<file path="src/rtl/codificador_pkg.sv">
// Shared types and code-select constants for the 4-bit code converter.
package codificador_pkg;

  localparam int CODE_GRAY = 0;
  localparam int CODE_XS3  = 1;
  localparam int CODE_ONES = 2;
  localparam int CODE_BIN  = 3;

  typedef logic [3:0] nibble_t;

  typedef enum logic {
    IDLE = 1'b0,
    HOLD = 1'b1
  } state_e;

endpackage : codificador_pkg

</file>
<file path="src/rtl/codificador_4b_code_conv.sv">
// Combinational nibble-to-code mapping, with the code fixed at elaboration.
module code_conv
  import codificador_pkg::*;
#(
  parameter int CODE = CODE_GRAY
) (
  input  nibble_t n,
  output nibble_t code
);

  generate
    if (CODE == CODE_GRAY) begin : g_gray
      assign code = n ^ (n >> 1);
    end else if (CODE == CODE_XS3) begin : g_xs3
      // Plain 4-bit add: the carry is dropped, so 13..15 wrap to 0..2.
      assign code = n + 4'd3;
    end else if (CODE == CODE_ONES) begin : g_ones
      assign code = ~n;
    end else if (CODE == CODE_BIN) begin : g_bin
      assign code = n;
    end else begin : g_bad_code
      $error("code_conv: CODE must be 0..3");
      assign code = '0;
    end
  endgenerate

endmodule : code_conv

</file>
<file path="src/rtl/codificador_4b.sv">
// 4-bit code converter: captures {A,B,C,D} on a rising ready edge and holds the
// selected code with a valid flag until ready drops.
module codificador_4b
  import codificador_pkg::*;
#(
  parameter int CODE = CODE_GRAY
) (
  input  logic clk,
  input  logic reset,
  input  logic A,
  input  logic B,
  input  logic C,
  input  logic D,
  input  logic ready,
  output logic S3,
  output logic S2,
  output logic S1,
  output logic S0,
  output logic valid
);

  state_e  state_q, state_d;
  logic    ready_q, ready_d;
  nibble_t n_q, n_d;
  nibble_t s_q, s_d;
  logic    valid_q, valid_d;
  nibble_t code_w;
  logic    request;

  code_conv #(.CODE(CODE)) u_conv (
    .n    (n_d),
    .code (code_w)
  );

  assign request = ready & ~ready_q;

  always_comb begin
    // NOTE: every _d gets a default before the case so no path infers a latch.
    state_d = state_q;
    ready_d = ready;
    n_d     = n_q;
    s_d     = s_q;
    valid_d = valid_q;
    case (state_q)
      IDLE: begin
        if (request) begin
          n_d     = {A, B, C, D};
          s_d     = code_w;
          valid_d = 1'b1;
          state_d = HOLD;
        end
      end
      HOLD: begin
        if (!ready) begin
          valid_d = 1'b0;
          state_d = IDLE;
        end
      end
      default: state_d = IDLE;
    endcase
  end

  always_ff @(posedge clk) begin
    // NOTE: non-blocking assignments so every flop samples pre-edge values.
    if (!reset) begin
      state_q <= IDLE;
      // Preset high so a ready already asserted at reset release is not an edge.
      ready_q <= 1'b1;
      n_q     <= '0;
      s_q     <= '0;
      valid_q <= 1'b0;
    end else begin
      state_q <= state_d;
      ready_q <= ready_d;
      n_q     <= n_d;
      s_q     <= s_d;
      valid_q <= valid_d;
    end
  end

  assign {S3, S2, S1, S0} = s_q;
  assign valid            = valid_q;

endmodule : codificador_4b

</file>
<file path="config.mk">
export PLATFORM = sky130hd
export DESIGN_NAME = codificador_4b
export DESIGN_NICKNAME = d
export VERILOG_FILES = /design/src/rtl/codificador_pkg.sv /design/src/rtl/codificador_4b_code_conv.sv /design/src/rtl/codificador_4b.sv
export SDC_FILE = /design/constraint.sdc
export NUM_CORES = 1
export LEC_CHECK = 0
export CAP_MARGIN = 20
export CORE_AREA = 2 2 39 41
export DETAILED_ROUTE_END_ITERATION = 10
export DIE_AREA = 0 0 41 43
export PLACE_DENSITY = 0.5
export SLEW_MARGIN = 15
export SYNTH_ARGS = -nofsm -noshare
export SYNTH_HDL_FRONTEND = slang
export SYNTH_SLANG_ARGS = --single-unit
</file>
<file path="constraint.sdc">
create_clock -name clk -period 1.1 [get_ports clk]
set_input_delay 0.22 -clock clk [delete_from_list [all_inputs] [get_ports clk]]
set_output_delay 0.22 -clock clk [all_outputs]
set_load 0.03 [all_outputs]
</file>
Yosys cells after proc, flatten, opt, wreduce, memory -nomap -nowiden --
Cells that the tools add are included.
Storage, ports and cells: bits of input ports 7, register bits after elaboration 11, logic and storage cells 21
Cells by class: muxes and demuxes 8, reduce and logical (&&, ||, !) cells 2, eq/ne operators 2, bitwise logic cells 4
Operator list (count):
- two-way mux 4 bit | 2
- two-way mux 1 bit | 4
- inequality test 2 bit (second input constant) | 2
- case mux 1 bit (2 select lines) | 2
- AND reduction 2 bit | 2
- XOR 4 x 3 -> 4 bit | 1
- NOT 1 bit | 2
- bitwise AND 1 bit | 1

Depth between registers and ports, before layout --
depth in word-level cells 5, mapped depth 4, gate-level depth less buffers 3

By module --
Synthesis repeated with hierarchy kept, for this count alone.
Unflattened totals: cells, all modules 45, area total of the unflattened synthesis 452.9 um^2
By module, submodules not included:
- codificador_4b | seq. area each 220.2 um^2, cells an instance 41, area an instance 419.2 um^2, instances 1
- code_conv | seq. area each 0.0 um^2, cells an instance 4, area an instance 33.8 um^2, instances 1

Worst setup path before layout --
No wires, ideal clock.
kind register to register, from register state_q, to register s_q[3], arrival time 0.822 ns, path slack 0.157 ns, buffers on the path 1, clock period less this slack 0.943 ns, stages on the path, launching flop included 4, cells stage by stage dfxtp_1 nor3b_4 buf_6 o21ai_0
On the way: word-level cells in the longest chain between the ends 2
RTL lines:
- start: declaration | RTL line codificador_4b.sv:22 | state_e state_q, state_d;
- start signal: assignment | RTL line codificador_4b.sv:73 | state_q <= state_d;
- two-way mux 4 bit / NOT 1 bit (equally long branches)
- XOR 4 x 3 -> 4 bit / AND reduction 2 bit (equally long branches)
- end signal: assignment | RTL line codificador_4b.sv:70 | s_q <= '0;
- end signal: assignment | RTL line codificador_4b.sv:76 | s_q <= s_d;
- end: declaration | RTL line codificador_4b.sv:25 | nibble_t s_q, s_d;
Several ways; a longest one is shown, not always the timed one. A chain may end at the register's enable or synchronous reset.

Worst setup path in the final report --
from register state_q, to register s_q[1]
Same word-level chain as after synthesis.

==> results.tsv <==
metric	value	unit
Clock Tree Buf Depth	2	
HP Class	in2reg	
Routed WL	592	microns
final global-route overflow total	0	
Max-slew headroom	0.799	
Yosys cell types	13	
Starting Density	0.215	
Slew Viols, Final	0	
Mapped Area	298	sq um
Antenna Cells	0	
vias after detailed routing	251	
status	complete, no violations	
post-route clock period utilization	0.896	
CP Class	reg2reg	
actual slew at the worst max-slew pin	0.301	ns
sw power	0.142	mW
Logic pwr share	0.167	
placed insts	56	
Sum Neg Setup Slack	0	ns
Seq pwr share	0.457	
overall power	0.602	mW
die area	0.00176	sq mm
first-pass GRT wire length	979	microns
Sink Count	7	
routed len/inst	9.70	microns
Yosys Warn Count	0	
Num CTS Buffers	3	
hpwl dp	458	microns
Detail Route Antenna Nets	0	
Post-CTS Setup Inserts	0	
Leak	0.216	nW
IO Pins	12	
Clock transition at path regs	0.05	ns
Max IR drop VDD	0.636	mV
drt pass-1 iters	4	
startpoint class of the critical path	register	
Design Area, Final	452	sq um
Seq/Total Area, Yosys	0.471	
Die H	43	microns
Die W	41	microns
internal power	0.459	mW
hold buffer count at CTS	0	
Max Cap Viol	0	
clock skew	0.00112	ns
fin nets	53	
minimum clock period	0.985	ns
largest net degree at the start of global routing	10	
fmax	1020	MHz
IO Port Bufs	11	
Post-Synthesis Cells	29	
worst endpoint required time	1.24	ns
Yosys reg bits	7	
final RePlAce weighted congestion	0.645	
vias in the first global route	250	
Core Area	0.00138	sq mm
worst skew pair latency	0.25	ns
pwr dens	1330	mW/mm^2
Core Util, Final	0.326	
syn nets	36	
CTS tree	yes	
Hold Fails Final Rpt	0	
Global Route Usage Sum	0.0875	
RSZ-0062 raised after global routing	no	
DRT iter0 DRCs	4	
syn avg cell area	10.3	sq um
antenna violations before repair	0	
CP endpoint kind	register	
number of cell rows	14	
H-tree levels	1	
CTS Root Cell	clkbuf_4	
routed vias/inst	4.11	
share of layout cells above drive strength 1	0.289	
crit path max fanout	5	
Placement Cell Area	414	sq um
Net Sw Frac	0.237	
Setup Viol. Count Final	0	
drt drc	0	
CP arrival	1.12	ns
clock network power share	0.376	
Layout area overhead	51.7	%
final cell count without fillers	61	
==> cell type report <==
cell class                 count  area, sq um
sequential                     7          140
fill                         146          932
tap                           16         20.0
inverter                       1         3.75
multi-input combinational     19          138
timing repair buffer          14          124
clock buffer                   4         26.3
==> path summary, 6_finish.rpt <==
path                start       to  slack (ns)  depth (start not counted)
setup reg to reg  state_q   s_q[1]        0.11                          4
hold / removal      ready  ready_q        0.32                          3
hold reg to reg    s_q[3]   s_q[3]        0.47                          2
setup / recovery  state_q   s_q[1]        0.11                          4
==> what timing repair did <==
| item | 4_1_cts | 5_1_grt |
|---|---|---|
| hold endpoints to repair | 0 | 0 |
| endpoints found under the setup margin | 3 | 3 |
| gates cloned | 0 | 1 |
| gates resized for setup | 1 | 1 |
==> critical path, cell delays in order (launching register included) <==
cell and delay [ns]:
dfxtp_1 0.34, nor3b_4 0.23, buf_6 0.14, nand2_1 0.05, o211a_1 0.12
==> through the flow <==
stage	setup WS, ns	hold WS [ns]
2_1_floorplan	0.157	0.293
3_3_place_gp	-0.236	0.459
3_5_place_dp	-0.265	0.465
4_1_cts	0.0112	0.471
5_1_grt	0.0473	0.319
6_report	0.115	0.320
==> flip-flops by register name, indices dropped and copies added (netlist names) <==
signal / flops
state_q: 1
valid: 1
ready_q: 1
s_q: 4
==> placed cells by master, fill, tap and decap left out <==
cell type        netlist  routed
o211a_1                3       3
nand2_1                5       5
nor3b_4                1       1
clkbuf_1               0       1
dlymetal6s2s_1         0       1
xnor2_1                3       3
nor2b_1                1       1
inv_1                  1       1
clkdlybuf4s50_1        0       5
buf_6                  1       1
clkbuf_4               0       3
nand3_2                1       1
o21ai_0                1       1
a21oi_1                2       2
buf_4                  0       6
dfxtp_1                7       7
buf_2                  1       1
nand2b_1               2       2
==> power groups by stage <==
stage	combinational, mW	sequential (mW)	clock, mW
finish	0.101	0.275	0.226
global route	0.109	0.276	0.256
CTS	0.101	0.275	0.241
detailed placement	0.0997	0.280	0
global placement	0.0969	0.280	0
floorplan	0.0360	0.297	0
==> synthesized netlist by cell type (all sizes together) <==
| cell type | instances | area share |
|---|---|---|
| nand2b | 2 | 0.042 |
| nand3 | 1 | 0.034 |
| dfxtp | 7 | 0.47 |
| nor2b | 1 | 0.021 |
| nor3b | 1 | 0.063 |
| nand2 | 5 | 0.063 |
| o211a | 3 | 0.10 |
| xnor2 | 3 | 0.088 |
| inv | 1 | 0.013 |
| buf | 2 | 0.055 |
| o21ai | 1 | 0.017 |
| a21oi | 2 | 0.034 |
==> cells by family after synthesis <==
kind of cell | synth area share
DFF | 0.471
AOI/OAI and AO/OA | 0.151
xor gates and xnor gates | 0.0883
and+or+nand+nor | 0.223
buffers and inverters | 0.0672
==> metal layers <==
layer	wire length, microns	share of wire	global-route usage	vias to the layer above
met5	0	0	0	-
met4	0	0	0.0400	0
met3	80	0.14	0.0838	0
met2	283	0.48	0.116	13
met1	228	0.39	0.0906	110
li1	-	-	-	128
No activity file was read; power rests on OpenSTA's default activity.
